`config.mk`:
```
export PLATFORM = sky130hd
export DESIGN_NAME = tm1638_key_reader_flat
export DESIGN_NICKNAME = d
export VERILOG_FILES = /design/src/rtl/tm1638_key_reader_if.sv /design/src/rtl/tm1638_key_reader.sv /design/src/flat_wrapper.sv
export SDC_FILE = /design/constraint.sdc
export NUM_CORES = 1
export LEC_CHECK = 0
export CAP_MARGIN = 20
export CORE_MARGIN = 2
export CORE_UTILIZATION = 40
export CTS_BUF_LIST = sky130_fd_sc_hd__clkbuf_4 sky130_fd_sc_hd__clkbuf_8 sky130_fd_sc_hd__clkbuf_16
export CTS_CLUSTER_SIZE = 8
export DETAILED_ROUTE_END_ITERATION = 8
export SYNTH_ARGS = -nofsm -noshare
export SYNTH_HDL_FRONTEND = slang
export SYNTH_SLANG_ARGS = --single-unit
```
`constraint.sdc`:
```
create_clock -name clk -period 6.5 [get_ports clk]
set_clock_uncertainty 0.1 [all_clocks]
set_input_delay 0.975 -clock clk [delete_from_list [all_inputs] [get_ports clk]]
set_output_delay 0.975 -clock clk [all_outputs]
set_load 0.03 [all_outputs]
```
`src/rtl/tm1638_key_reader_if.sv`:
```
// TM1638 key reader bus bundle.
// Purpose: groups the scan request/result handshake and the TM1638 pad
//          signals of the key reader into one interface.
// Signals:
//   start    request one key scan (master -> slave)
//   dio_in   synchronised DIO pad input (master -> slave)
//   out_clk  TM1638 CLK, idles high
//   strobe   TM1638 STB, active-low frame select
//   dio_out  value driven on DIO when dio_oe=1
//   dio_oe   1 = drive DIO, 0 = release
//   busy     scan in progress, through the done cycle
//   done     one-cycle completion pulse
//   raw      four scan bytes, byte0 in [7:0]
//   keys     decoded key bits
// Modports: slave = the key reader, master = the top / testbench side.
interface tm1638_key_reader_if;
  logic        start;
  logic        dio_in;
  logic        out_clk;
  logic        strobe;
  logic        dio_out;
  logic        dio_oe;
  logic        busy;
  logic        done;
  logic [31:0] raw;
  logic [7:0]  keys;

  modport slave (
    input  start, dio_in,
    output out_clk, strobe, dio_out, dio_oe, busy, done, raw, keys
  );

  modport master (
    output start, dio_in,
    input  out_clk, strobe, dio_out, dio_oe, busy, done, raw, keys
  );
endinterface

```
`src/rtl/tm1638_key_reader.sv`:
```
// TM1638 key-scan reader.
// Purpose: sends read-key command 0x42 (LSB first), waits the device
//          turnaround, clocks in 4 scan bytes (LSB first) and presents the
//          raw bytes plus decoded key bits with a one-cycle done pulse.
// Ports:
//   clk  system clock
//   rst  asynchronous reset, active-low
//   bus  tm1638_key_reader_if.slave (start, dio_in in; out_clk, strobe,
//        dio_out, dio_oe, busy, done, raw, keys out)
// Parameters:
//   CLK_DIV      system clocks per half period of out_clk (>= 2)
//   WAIT_CYCLES  system clocks between last command bit and first read bit
//
// state       | meaning
// ------------+-----------------------------------------------------------
// S_IDLE      | strobe high, waiting for start
// S_STB_SETUP | strobe low, CLK high, command bit0 presented
// S_CMD       | shifting out the 8 command bits
// S_WAIT      | DIO released, device turnaround time
// S_READ      | clocking in 32 scan bits
// S_STB_HOLD  | CLK high before strobe release; last cycle is the done cycle
module tm1638_key_reader #(
  parameter int CLK_DIV     = 50,
  parameter int WAIT_CYCLES = 200
) (
  input  logic                   clk,
  input  logic                   rst,
  tm1638_key_reader_if.slave     bus
);

  localparam int PMAX = (CLK_DIV > WAIT_CYCLES) ? CLK_DIV : WAIT_CYCLES;
  localparam int PW   = $clog2(PMAX + 1);

  localparam logic [PW-1:0] DIV_LD  = PW'(CLK_DIV - 1);
  localparam logic [PW-1:0] HOLD_LD = PW'(CLK_DIV);
  localparam logic [PW-1:0] WAIT_LD = PW'(WAIT_CYCLES - 1);
  localparam logic [7:0]    CMD_READ = 8'h42;

  typedef enum logic [2:0] {
    S_IDLE,
    S_STB_SETUP,
    S_CMD,
    S_WAIT,
    S_READ,
    S_STB_HOLD
  } state_t;

  state_t        state;
  logic [PW-1:0] phase_cnt;
  logic [5:0]    bit_cnt;
  logic          high_phase;
  logic [31:0]   shift_q;

  logic          out_clk_q;
  logic          strobe_q;
  logic          dio_out_q;
  logic          dio_oe_q;
  logic          busy_q;
  logic          done_q;
  logic [31:0]   raw_q;
  logic [7:0]    keys_q;
  logic [7:0]    keys_dec;

  // Key b lives in bit0 of byte b, key b+4 in bit4 of byte b.
  always_comb begin
    keys_dec = '0;
    for (int b = 0; b < 4; b++) begin
      keys_dec[b]     = shift_q[8*b];
      keys_dec[b + 4] = shift_q[8*b + 4];
    end
  end

  always_ff @(posedge clk or negedge rst) begin
    if (!rst) begin
      state      <= S_IDLE;
      phase_cnt  <= '0;
      bit_cnt    <= '0;
      high_phase <= 1'b0;
      shift_q    <= '0;
      out_clk_q  <= 1'b1;
      strobe_q   <= 1'b1;
      dio_out_q  <= 1'b1;
      dio_oe_q   <= 1'b0;
      busy_q     <= 1'b0;
      done_q     <= 1'b0;
      raw_q      <= '0;
      keys_q     <= '0;
    end else begin
      done_q <= 1'b0;
      case (state)
        S_IDLE: begin
          if (bus.start) begin
            state     <= S_STB_SETUP;
            busy_q    <= 1'b1;
            strobe_q  <= 1'b0;
            out_clk_q <= 1'b1;
            dio_oe_q  <= 1'b1;
            dio_out_q <= CMD_READ[0];
            phase_cnt <= DIV_LD;
            shift_q   <= '0;
          end
        end

        S_STB_SETUP: begin
          if (phase_cnt == '0) begin
            state      <= S_CMD;
            out_clk_q  <= 1'b0;
            high_phase <= 1'b0;
            bit_cnt    <= '0;
            phase_cnt  <= DIV_LD;
          end else begin
            phase_cnt <= phase_cnt - 1'b1;
          end
        end

        S_CMD: begin
          if (phase_cnt != '0) begin
            phase_cnt <= phase_cnt - 1'b1;
          end else if (!high_phase) begin
            out_clk_q  <= 1'b1;
            high_phase <= 1'b1;
            phase_cnt  <= DIV_LD;
          end else if (bit_cnt == 6'd7) begin
            state     <= S_WAIT;
            dio_oe_q  <= 1'b0;
            dio_out_q <= 1'b1;
            phase_cnt <= WAIT_LD;
          end else begin
            // New data bit appears together with the falling CLK edge.
            bit_cnt    <= bit_cnt + 1'b1;
            out_clk_q  <= 1'b0;
            high_phase <= 1'b0;
            dio_out_q  <= CMD_READ[3'(bit_cnt[2:0] + 3'd1)];
            phase_cnt  <= DIV_LD;
          end
        end

        S_WAIT: begin
          if (phase_cnt == '0) begin
            state      <= S_READ;
            out_clk_q  <= 1'b0;
            high_phase <= 1'b0;
            bit_cnt    <= '0;
            phase_cnt  <= DIV_LD;
          end else begin
            phase_cnt <= phase_cnt - 1'b1;
          end
        end

        S_READ: begin
          if (phase_cnt != '0) begin
            phase_cnt <= phase_cnt - 1'b1;
          end else if (!high_phase) begin
            // Last low-phase cycle: capture just before CLK rises.
            shift_q[bit_cnt[4:0]] <= bus.dio_in;
            out_clk_q  <= 1'b1;
            high_phase <= 1'b1;
            phase_cnt  <= DIV_LD;
          end else if (bit_cnt == 6'd31) begin
            state     <= S_STB_HOLD;
            phase_cnt <= HOLD_LD;
          end else begin
            bit_cnt    <= bit_cnt + 1'b1;
            out_clk_q  <= 1'b0;
            high_phase <= 1'b0;
            phase_cnt  <= DIV_LD;
          end
        end

        S_STB_HOLD: begin
          // Counts CLK_DIV..1 with strobe low, then one extra cycle at 0
          // which is the done cycle (strobe already high, busy still high).
          if (phase_cnt == PW'(1)) begin
            strobe_q  <= 1'b1;
            done_q    <= 1'b1;
            raw_q     <= shift_q;
            keys_q    <= keys_dec;
            phase_cnt <= '0;
          end else if (phase_cnt == '0) begin
            state  <= S_IDLE;
            busy_q <= 1'b0;
          end else begin
            phase_cnt <= phase_cnt - 1'b1;
          end
        end

        default: begin
          state <= S_IDLE;
        end
      endcase
    end
  end

  assign bus.out_clk = out_clk_q;
  assign bus.strobe  = strobe_q;
  assign bus.dio_out = dio_out_q;
  assign bus.dio_oe  = dio_oe_q;
  assign bus.busy    = busy_q;
  assign bus.done    = done_q;
  assign bus.raw     = raw_q;
  assign bus.keys    = keys_q;

endmodule
```
`src/flat_wrapper.sv`:
```
// flat-port wrapper written by rule: the top's interface ports become plain ports
module tm1638_key_reader_flat 
#(
  parameter int CLK_DIV     = 50,
  parameter int WAIT_CYCLES = 200
)
  (clk, rst, bus_start, bus_dio_in, bus_out_clk, bus_strobe, bus_dio_out, bus_dio_oe, bus_busy, bus_done, bus_raw, bus_keys);
  tm1638_key_reader_if bus_i ();
  input  logic clk;
  input  logic rst;
  input wire logic [$bits(bus_i.start)-1:0] bus_start;
  input wire logic [$bits(bus_i.dio_in)-1:0] bus_dio_in;
  output wire logic [$bits(bus_i.out_clk)-1:0] bus_out_clk;
  output wire logic [$bits(bus_i.strobe)-1:0] bus_strobe;
  output wire logic [$bits(bus_i.dio_out)-1:0] bus_dio_out;
  output wire logic [$bits(bus_i.dio_oe)-1:0] bus_dio_oe;
  output wire logic [$bits(bus_i.busy)-1:0] bus_busy;
  output wire logic [$bits(bus_i.done)-1:0] bus_done;
  output wire logic [$bits(bus_i.raw)-1:0] bus_raw;
  output wire logic [$bits(bus_i.keys)-1:0] bus_keys;
  assign bus_i.start = bus_start;
  assign bus_i.dio_in = bus_dio_in;
  assign bus_out_clk = bus_i.out_clk;
  assign bus_strobe = bus_i.strobe;
  assign bus_dio_out = bus_i.dio_out;
  assign bus_dio_oe = bus_i.dio_oe;
  assign bus_busy = bus_i.busy;
  assign bus_done = bus_i.done;
  assign bus_raw = bus_i.raw;
  assign bus_keys = bus_i.keys;
  tm1638_key_reader #(.CLK_DIV(CLK_DIV), .WAIT_CYCLES(WAIT_CYCLES)) u_core (.clk(clk), .rst(rst), .bus(bus_i));
endmodule
```
After elaboration in Yosys (flattened, before gate mapping)
Memories as Yosys holds them, arrays and structs flattened.
Cells that the tools add are included.

cells by class
  add/sub/neg operators = 3
  $lt $le $gt $ge = 3
  equal/unequal tests = 27
  multiplexer cells = 70
  reductions and logical operators = 22

operator list
  cell                                                 number
  two-way mux 32 bit                                   3
  two-way mux 8 bit                                    9
  case mux 32 bit (2 select lines)                     1
  two-way mux 6 bit                                    7
  case mux 8 bit (5 select lines)                      1
  two-way mux 3 bit                                    11
  bitwise mux 32 bit                                   1
  two-way mux 1 bit                                    27
  != test 2 x 1 -> 1 bit, second input constant        9
  case mux 3 bit (6 select lines)                      1
  case mux 6 bit (3 select lines)                      1
  AND reduction 4 bit                                  4
  != test 2 bit, second input constant                 7
  AND reduction 11 bit                                 1
  != test 3 bit, second input constant                 3
  equality test 8 x 1 -> 1 bit, second input constant  1
  zero test 8 bit                                      1
  case mux 1 bit (2 select lines)                      4
  AND reduction 8 bit                                  1
  nonzero test 8 bit                                   1
  subtractor 8 x 1 -> 8 bit, second input constant     1
  AND reduction 7 bit                                  1
  adder 6 x 1 -> 6 bit, second input constant          1
  equality test 3 x 2 -> 1 bit, second input constant  2
  22 further kinds                                     26

word-level totals
  flip-flop bits (word level) = 96
  memory bits (read-only) = 8
  input port bits = 4
  output and inout port bits = 46
  word-level logic and storage cells = 139
  memories kept = 1

memory list
  memory            depth  width  rd ports  clocked after memory_dff  wr ports  line                      text
  (name not given)  8      1      1         0                         0         tm1638_key_reader.sv:133  dio_out_q <= CMD_READ[3'(bit_cnt[2:0] + 3'd1)];

Longest topological paths before layout
Gate-level depths: netlist of the first run.

  depth after elaboration = 8
  depth in mapped cells = 8
  depth with buffers taken out = 7

Least setup slack after synthesis of the first run
No wires, ideal clock.

  path type = in2reg
  from = in bus_start
  to = reg u_core.shift_q[10]
  library setup time = 0.077 ns
  arrival time = 2.241 ns
  required time = 6.323 ns
  path slack = 4.082 ns
  stages on the path = 6
  buffers on the path = 1
  cells stage by stage = or4b_1 -> buf_6 -> o21ai_4 -> a21boi_4 -> nand4_4 -> o21ai_1

on the way
  longest elaborated chain between the ends = 2

ends and longest elaborated chain
  element                        line                      text
  start, declared                flat_wrapper.sv:11        input wire logic [$bits(bus_i.start)-1:0] bus_start;
  != test 2 bit (no line)        --
  AND reduction 4 bit (no line)  --
  end signal, assigned by index  tm1638_key_reader.sv:155  shift_q[bit_cnt[4:0]] <= bus.dio_in;
  end, declared                  tm1638_key_reader.sv:52   logic [31:0] shift_q;

Every way passes these cells.
A chain may end at the register's enable or synchronous reset.

Final worst setup path of the first run
  from = in bus_start
  to = reg u_core.shift_q[29]

The elaborated chain is that of the path after synthesis.

==> results of run 1 <==
## registers in the layout, indices dropped and copies added, names as in the netlist, 3 cells and up
register / cells
u_core.state: 3
u_core.shift_q: 32
u_core.bit_cnt: 6
u_core.phase_cnt: 8
u_core.bus.raw: 25
u_core.bus.keys: 7
## how the worst min path moves through the flow
stage	depth (start not counted)	end	start	slack [ns]
after floorplan	2	u_core.bus.raw[5]	u_core.shift_q[5]	0.34
after global placement	2	u_core.bus.raw[10]	u_core.bus.raw[10]	0.35
after global routing	2	u_core.bus.raw[17]	u_core.bus.raw[17]	0.39
after detailed placement	2	u_core.bus.raw[15]	u_core.bus.raw[15]	0.36
after CTS	2	u_core.bus.raw[15]	u_core.bus.raw[15]	0.37
final	2	u_core.bus.raw[15]	u_core.bus.raw[15]	0.36
## power by group
part           internal, µW  switching [µW]
logic                   156             221
registers               598            81.3
clock network           314             207
## per-layer routing
layer | routed length [µm] | up-vias
met2 | 5132 | 102
met4 | 226 | 0
met1 | 5258 | 1831
met3 | 459 | 15
li1 | - | 1826
met5 | 0 | -
## layout make-up
type,instances,area share (%)
flip-flops and latches,88,41.13
multi-input cells,374,39.03
repair buffers,54,10.55
clock buffers,12,4.736
well taps,140,3.266
clock inverters,3,0.7933
inverters,7,0.4900
## cells in the final DEF, fill, tap and decap left out, types with 3 or more instances in the layout
cell type,instances
a22o_1,5
nor2b_1,9
nand4_1,4
or3_1,4
a21oi_1,32
o21ai_0,48
inv_1,7
dfstp_2,3
o31ai_1,3
nand4_4,3
and2_1,5
o21ai_1,30
nand2_1,119
buf_4,4
dfrtp_1,85
clkbuf_16,9
ha_1,9
a31oi_1,9
nand2b_1,8
o22ai_1,4
nor3_1,6
clkdlybuf4s50_1,48
nand3_1,11
nor2_1,20
## synth_stat cells (3+ instances only)
master	count
nand2_1	119
dfrtp_1	85
o21ai_0	48
a21oi_1	32
o21ai_1	30
clkbuf_1	22
nor2_1	20
nand3_1	11
a31oi_1	9
buf_4	9
ha_1	9
nor2b_1	9
nand2b_1	8
inv_1	7
buf_2	6
nor3_1	6
a22o_1	5
and2_1	5
nand4_1	4
o22ai_1	4
or3_1	4
buf_1	3
dfstp_2	3
nand4_4	3
o31ai_1	3
## tightest hold or removal path: stages, from the launching register on
cell	delay (ns)
dfrtp_1	0.34
nand2_1	0.05
nand2_1	0.05
## per-stage QoR
stage | cell area, µm² | setup slack [ns]
floorplan | 4544 | 4.082
global placement | 5011 | 3.289
detailed placement | 5011 | 3.217
CTS | 5308 | 3.590
global route | 5363 | 3.497
finish | 5363 | 3.629
## cell families (layout without fill, tap and decap cells)
group,after synthesis,count (layout),synth area share [%]
and+or+nand+nor,208,208,22.60
AOI/OAI and AO/OA,151,151,19.71
DFF,88,88,48.54
buffers and inverters,50,76,5.396
adders and majority gates,9,9,2.478
xor gates and xnor gates,3,3,0.5783
muxes,3,3,0.6883
==> metrics, run 1 <==
Overflow after GRT=0; CP startpoint kind=input pin; Sink Count=88; crit path kind=in -> reg; Hold Crit Class=reg -> reg; multi-input combinational cell area=0.002093 mm²; Worst VDD drop=0.2237 mV; max-cap violation count=0; Total Wirelength=11080 µm; worst r2r path cells=8; post-synthesis sequential element count=88; Synth Cell Area=0.004544 mm²; Final Hold Viols=0; Achievable Freq=0.3483 GHz; Seq/Total Area, Yosys=48.54%; Worst-path clk slew=0.06 ns; Global Route met1 Usage=26.30%; worst skew pair latency=0.34 ns; status=complete, no violations; R2R setup slack=3.83 ns; P per Cell Area=294.1 mW/mm²; post-synth top area share=46.81%; cell family with most CP delay=simple AND/OR/NAND/NOR gates; Slew headroom=40.67%; Max Root-Sink Buffers=2; GRT Overall Usage=18.66%; Netlist cell types=62; busiest grt layer=met2; Worst path slowest cell=or4b_1; leading area contributor after synthesis=dfrtp_1; non-filler cells in the finished layout=678; layout cells sized above 1=7.435%; synthesized area per cell=8.876 µm²; register area=0.002206 mm²; width of the die=110.6 µm; CTS Hold Bufs=0; # diodes=0; htree depth=3; # rows=38; M3 GR Usage=3.019%; initial core utilization=41.38%; Synth area leaders=dfrtp_1 47%, nand2_1 9.8%, o21ai_0 5.3%, a21oi_1 3.5%, o21ai_1 3.3%; DRT antenna net count=0; full die area=0.01223 mm²; most common flop cell mapped by yosys=dfrtp_1; final setup vio count=0; maximum fanout along the worst path=8; vias in the first global route=3617; Port Buffers=49; Tcrit/Tclk final=44.16%; # fillers=1060; Final TNS setup=0 ns; io pins=50; GR Util met2=28.38%; Wirelength per Cell=16.34 µm; TritonCTS Buffers=9; DR vias/cell=5.566; placed cell count=661; WP buf/inv=1; Critical Path AT=3.04 ns; FF-to-FF Start=u_core.phase_cnt[0]; count of pins over their slew limit=0; crit-path cells=clkdlybuf4s50_1 -> or4b_1 -> o21ai_4 -> a21boi_4 -> nand4_4 -> o21ai_1; Detailed Place HPWL=7607 µm; DR DRC count=0; Yosys warning count=0; worst slew pin tran=0.8900 ns; Layout Utilization=48.83%; critical path capture point=u_core.shift_q[29]; Gate Count Post-Synth=512; initial DRC count=225; Worst Setup SP=bus_start; crit end category=flop; P_leak=0.002380 µW; Resize count post-CTS=0; DRT Pass-1 Iters=5; Min Clock Period, post-route=2.871 ns; post-CTS setup buffer count=0; CTS tree=done; critical path required time=6.66 ns; RD Place Congestion=0.8627; worst reg2reg endpoint=u_core.shift_q[31]; largest net degree at the start of global routing=70; Tot Pwr=1577 µW; Fin Hold WS=0.3631 ns; Vias=3774; Root Driver=clkbuf_16; number of synthesized flops with an enable pin=0; P&R area growth vs syn=18.01%; initial antenna violation count=0; die height=110.6 µm; RSZ-0062 raised after global routing=false; Layout Nets=547; max incr delay on CP=0.63 ns; Crit path depth=6; Post-Syn Nets=525; first-pass GRT wire length=18600 µm; core area=0.01098 mm²; ys async rst share=100.0%
(Power assumes the default switching activity.)
==> run 2: changes to the inputs <==
==> constraint.sdc (replaced) <==
create_clock -name clk -period 2.49 [get_ports clk]
set_clock_uncertainty 0.1 [all_clocks]
set_input_delay 0.3735 -clock clk [delete_from_list [all_inputs] [get_ports clk]]
set_output_delay 0.3735 -clock clk [all_outputs]
set_load 0.03 [all_outputs]
==> run 2 against run 1 <==
Count of clock-buffer cells in the layout shrank 3; total power grew to 2.7 times the previous value; cell area grew 3.1%; combinational power grew to 3.1 times the previous value; clock power grew to 2.6 times the previous value; critical endpoint is now u_core.shift_q[22].
==> metrics, run 2 (synthesis gave the netlist of run 1 again) <==
CTS tree=done (unchanged); Min Clock Period, post-route=2.301 ns; CP startpoint kind=flop (was input pin); Critical Path AT=2.43 ns (was 3.04 ns); Slew headroom=58.49% (was 40.67%); status=complete, no violations (unchanged); Sink Count=88 (unchanged); HP Start=u_core.bus.raw[14] (was u_core.bus.raw[15]); htree depth=3 (unchanged); vias in the first global route=3874 (was 3617); Final TNS setup=0 ns (unchanged); Hold Crit Class=reg -> reg (unchanged); register area=0.002206 mm² (unchanged); DRT Pass-1 Iters=5 (unchanged); WHS Endpoint=u_core.bus.raw[14] (was u_core.bus.raw[15]); width of the die=110.6 µm (unchanged); Achievable Freq=0.4347 GHz; P per Cell Area=770.1 mW/mm² (was 294.1 mW/mm²); die height=110.6 µm (unchanged); full die area=0.01223 mm² (unchanged); P_leak=0.002473 µW (was 0.002380 µW); worst reg2reg endpoint=u_core.shift_q[22] (was u_core.shift_q[31]); Tcrit/Tclk final=92.39%; Wirelength per Cell=16.19 µm (was 16.34 µm); Root Driver=clkbuf_16 (unchanged); RD Place Congestion=0.8675 (was 0.8627); design area=0.005527 mm² (was 0.005363 mm²); most frequent cells in the layout=119 x nand2_1, 85 x dfrtp_1, 48 x clkdlybuf4s50_1, 47 x o21ai_0, 32 x a21oi_1 (was 119 x nand2_1, 85 x dfrtp_1, 48 x o21ai_0, 48 x clkdlybuf4s50_1, 32 x a21oi_1); FF-to-FF Start=u_core.phase_cnt[0] (unchanged); multi-input combinational cell area=0.002106 mm² (was 0.002093 mm²); first-pass GRT wire length=19110 µm (was 18600 µm); DRT antenna net count=0 (unchanged); most common cell after layout, fill and taps aside=nand2_1 (unchanged); io pins=50 (unchanged); Vias=3875 (was 3774); worst r2r path cells=8 (unchanged); worst skew pair latency=0.35 ns (was 0.34 ns); Layout Utilization=50.32% (was 48.83%); GRT Overall Usage=19.14% (was 18.66%); initial core utilization=41.38% (unchanged); count of pins over their slew limit=0 (unchanged); max-cap violation count=0 (unchanged); Final Hold Viols=0 (unchanged); maximum fanout along the worst path=17 (was 8); largest net degree at the start of global routing=46 (was 70); Overflow after GRT=0 (unchanged); P&R area growth vs syn=21.61% (was 18.01%); Worst-path clk slew=0.07 ns (was 0.06 ns); Port Buffers=49 (unchanged); # rows=38 (unchanged); critical path required time=2.62 ns (was 6.66 ns); Max Root-Sink Buffers=2 (unchanged); Biggest register=u_core.shift_q (unchanged); # fillers=1041 (was 1060); Layout Nets=567 (was 547); Worst VDD drop=0.4602 mV (was 0.2237 mV); core area=0.01098 mm² (unchanged); worst slew pin tran=0.6170 ns (was 0.8900 ns); crit end category=flop (unchanged); initial DRC count=286 (was 225); TritonCTS Buffers=9 (unchanged); DR DRC count=0 (unchanged); Placed Area=0.005206 mm² (was 0.005011 mm²); crit path kind=reg -> reg (was in -> reg); WHS Path Cells=2 (unchanged); final setup vio count=0 (unchanged); max FFs per register=32 (unchanged); initial antenna violation count=0 (unchanged); # diodes=0 (unchanged); layout cells sized above 1=11.09% (was 7.435%); Detailed Place HPWL=7988 µm (was 7607 µm); RSZ-0062 raised after global routing=false (unchanged); Total Wirelength=11310 µm (was 11080 µm); R2R setup slack=0.19 ns (was 3.83 ns); DR vias/cell=5.544 (was 5.566)
## run 2: worst max path at each step
stage                              startpoint  slack, ns            endpoint  cells after the start
after floorplan           u_core.phase_cnt[0]       0.42   u_core.bit_cnt[3]                      8
after global placement              bus_start       0.05   u_core.shift_q[3]                      6
after detailed placement            bus_start       0.01   u_core.shift_q[3]                      6
after CTS                 u_core.phase_cnt[0]       0.13  u_core.shift_q[22]                      8
after global routing      u_core.phase_cnt[0]      0.007  u_core.shift_q[22]                      8
final                     u_core.phase_cnt[0]       0.19  u_core.shift_q[22]                      8
## run 2: area by class of cell
cell class / instances / share of cell area, %
clock inverters: 7 / 1.313
multi-input cells: 374 / 38.10
repair buffers: 74 / 12.95
clock buffers: 9 / 4.075
well taps: 140 / 3.170
flip-flops and latches: 88 / 39.91
inverters: 7 / 0.4754
## run 2: through the flow
stage	hold WS, ns	setup slack, ns	instances	total power, µW
floorplan	-0.02209	0.4178	512	2544
global placement	0.3074	0.04722	682	2881
detailed placement	0.3196	0.01269	682	2888
CTS	0.3681	0.1260	699	4257
global route	0.3716	0.006822	699	4509
finish	0.3635	0.1894	699	4256
## run 2: metal layers
metal | vias to the layer above | GRT usage (%) | share of wire [%]
met5 | - | 0 | 0
met4 | 0 | 7.333 | 2.1
met3 | 20 | 3.787 | 4.4
met2 | 95 | 31.41 | 47
met1 | 1895 | 25.05 | 46
li1 | 1865 | - | -
## run 2: power by group
group | switching, µW | internal (µW) | total [µW] | leakage (µW)
clock | 589 | 777 | 1370 | 0.000141
sequential | 169 | 1560 | 1730 | 0.00119
combinational | 651 | 507 | 1160 | 0.00114
## run 2: repair_timing
action / in CTS / in global routing
resized for setup: 0 / 4
hold buffers: 1 / 0
hold endpoints to repair: 40 / 0
setup buffers: 0 / 0
setup endpoints to repair: 0 / 31
## run 2: worst max-delay path, cell delays in order (launching register included)
cell     delay (ns)
dfrtp_1        0.41
inv_1          0.13
ha_2           0.22
or4b_4         0.51
nor2_4         0.16
o21ai_1        0.13
buf_4          0.22
o21ai_0        0.20
o21ai_1        0.10
==> run 3: changes to the inputs <==
--- a/config.mk
+++ b/config.mk
@@ -6,7 +6,7 @@
 export NUM_CORES = 1
 export LEC_CHECK = 0
 export CAP_MARGIN = 20
-export CORE_MARGIN = 2
+export CORE_MARGIN = 5
 export CORE_UTILIZATION = 40
 export CTS_BUF_LIST = sky130_fd_sc_hd__clkbuf_4 sky130_fd_sc_hd__clkbuf_8 sky130_fd_sc_hd__clkbuf_16
 export CTS_CLUSTER_SIZE = 8
==> run 3 against run 2 <==
Setup slack lost 0.039 ns; first-iteration DRC count shrank 22%; critical path depth is the same; critical path type unchanged.
==> metrics, run 3 (synthesis gave the netlist of run 1 again) <==
status=complete, no violations (unchanged); max-cap violation count=0 (unchanged); DR DRC count=0 (unchanged); Slew headroom=57.35% (was 58.49%); max FFs per register=32 (unchanged); Place WS=0.04712 ns (was 0.01269 ns); first-pass GRT wire length=19440 µm (was 19110 µm); Wirelength per Cell=16.32 µm (was 16.19 µm); Max Root-Sink Buffers=2 (unchanged); R2R setup slack=0.15 ns (was 0.19 ns); crit end category=flop (unchanged); DRT antenna net count=0 (unchanged); Switching Share=30.66% (was 33.11%); Final Hold Viols=0 (unchanged); crit path kind=reg -> reg (unchanged); Worst path slowest cell=or4b_4 (unchanged); RSZ-0062 raised after global routing=false (unchanged); die height=116.6 µm (was 110.6 µm); Placed Area=0.005223 mm² (was 0.005206 mm²); Fin Hold WS=0.3646 ns (was 0.3635 ns); Port Buffers=49 (unchanged); Detailed Place HPWL=8353 µm (was 7988 µm); Worst Setup SP=u_core.phase_cnt[1] (was u_core.phase_cnt[0]); Final WS setup=0.1505 ns (was 0.1894 ns); layout cells sized above 1=11.52% (was 11.09%); Critical Path AT=2.52 ns (was 2.43 ns); Final TNS setup=0 ns (unchanged); Overflow after GRT=0 (unchanged); TritonCTS Buffers=9 (unchanged); RD Place Congestion=0.9079 (was 0.8675); P_leak=0.002529 µW (was 0.002473 µW); io pins=50 (unchanged); initial antenna violation count=0 (unchanged); worst slew pin tran=0.6384 ns (was 0.6170 ns); HP Start=u_core.bus.raw[17] (was u_core.bus.raw[14]); vias in the first global route=3819 (was 3874); Layout Nets=572 (was 567); # diodes=0 (unchanged); Vias=3870 (was 3875); Root Driver=clkbuf_16 (unchanged); Worst-path clk slew=0.06 ns (was 0.07 ns); width of the die=116.6 µm (was 110.6 µm); cell-internal power=3200 µW (was 2847 µW); design area=0.005614 mm² (was 0.005527 mm²); Worst VDD drop=0.5197 mV (was 0.4602 mV); crit-path cells=inv_1 -> ha_1 -> or4b_4 -> nor2_4 -> buf_4 -> nand2_1 -> a221oi_1 -> o221a_2 (was inv_1 -> ha_2 -> or4b_4 -> nor2_4 -> o21ai_1 -> buf_4 -> o21ai_0 -> o21ai_1); Sink Count=88 (unchanged); CTS tree=done (unchanged); maximum fanout along the worst path=6 (was 17); worst reg2reg endpoint=u_core.state[0] (was u_core.shift_q[22]); # rows=39 (was 38); most common cell after layout, fill and taps aside=nand2_1 (unchanged); Achievable Freq=0.4274 GHz (was 0.4347 GHz); worst skew pair latency=0.34 ns (was 0.35 ns); combinational share of power=25.6% (was 27.2%); Tot Pwr=4615 µW (was 4256 µW); core area=0.01127 mm² (was 0.01098 mm²); final setup vio count=0 (unchanged); WHS Path Cells=2 (unchanged); full die area=0.01359 mm² (was 0.01223 mm²); GRT Overall Usage=18.27% (was 19.14%); htree depth=3 (unchanged); DRT Pass-1 Iters=5 (unchanged); largest net degree at the start of global routing=42 (was 46); clock share of power=36.6% (was 32.1%); FF-to-FF Start=u_core.phase_cnt[1] (was u_core.phase_cnt[0]); # fillers=1087 (was 1041); P per Cell Area=821.9 mW/mm² (was 770.1 mW/mm²); most frequent cells in the layout=119 x nand2_1, 85 x dfrtp_1, 48 x o21ai_0, 48 x clkdlybuf4s50_1, 32 x a21oi_1 (was 119 x nand2_1, 85 x dfrtp_1, 48 x clkdlybuf4s50_1, 47 x o21ai_0, 32 x a21oi_1); count of pins over their slew limit=0 (unchanged); post-CTS setup buffer count=0 (unchanged); initial core utilization=40.32% (was 41.38%); Hold Crit Class=reg -> reg (unchanged); Min Clock Period, post-route=2.339 ns (was 2.301 ns); P_sw=1415 µW (was 1409 µW); P&R area growth vs syn=23.54% (was 21.61%); max incr delay on CP=0.53 ns (was 0.51 ns); critical path required time=2.67 ns (was 2.62 ns); Biggest register=u_core.shift_q (unchanged); WHS Endpoint=u_core.bus.raw[17] (was u_core.bus.raw[14]); Total Wirelength=11540 µm (was 11310 µm); part of the power in registers=37.8% (was 40.7%); Tcrit/Tclk final=93.95% (was 92.39%); DR vias/cell=5.474 (was 5.544); worst r2r path cells=8 (unchanged); CP startpoint kind=flop (unchanged); initial DRC count=222 (was 286)
==> run 3: how the worst max path moves through the flow <==
stage                                      to  slack, ns  cells past startpoint
after global placement     u_core.shift_q[25]       0.09                      6
after global routing      u_core.phase_cnt[5]      0.002                      7
after CTS                     u_core.state[0]       0.11                      8
final                         u_core.state[0]       0.15                      8
after detailed placement   u_core.shift_q[17]       0.05                      6
after floorplan             u_core.bit_cnt[3]       0.42                      8
==> run 3: metrics by stage <==
| step | utilization (%) | std cells |
|---|---|---|
| 2_1_floorplan | - | 512 |
| 3_3_place_gp | 46.33 | 690 |
| 3_5_place_dp | 46.33 | 690 |
| 4_1_cts | 49.76 | 707 |
| 5_1_grt | 49.81 | 707 |
| 6_report | 49.81 | 707 |
==> run 3: power groups by stage <==
stage / registers (µW) / logic, µW / clock network (µW)
detailed placement: 1760 / 1170 / 0
CTS: 1740 / 1170 / 1730
finish: 1750 / 1180 / 1690
global route: 1770 / 1300 / 1800
global placement: 1760 / 1150 / 0
floorplan: 1710 / 832 / 0
==> run 3: what timing repair did <==
action | in CTS | in global routing
resized for setup | 0 | 1
setup endpoints to repair | 0 | 3
hold buffers | 1 | 0
hold endpoints to repair | 36 | 0
==> run 3: cell type report <==
cell class                 instances  area (µm²)  area share [%]
sequential                        88        2206           39.29
multi-input combinational        374        2098           37.37
clock buffer                      10       239.0           4.257
timing repair buffer              79       728.2           12.97
clock inverter                     6       137.6           2.452
tap                              143       178.9           3.187
inverter                           7       26.28          0.4680
==> run 3: layer usage <==
metal | GRT usage (%) | vias up | routed length [µm]
li1 | - | 1881 | -
met1 | 23.66 | 1864 | 5168
met2 | 29.75 | 105 | 5544
met3 | 4.301 | 20 | 539
met4 | 7.110 | 0 | 284
met5 | 0 | - | 0
==> run 3: critical path: cells and delay by family (launching register included) <==
family	cells	cell delay, ns
adders and majority gates	1	0.23
and+or+nand+nor	3	0.75
AOI/OAI and AO/OA	2	0.53
buffers and inverters	2	0.28
DFF	1	0.40
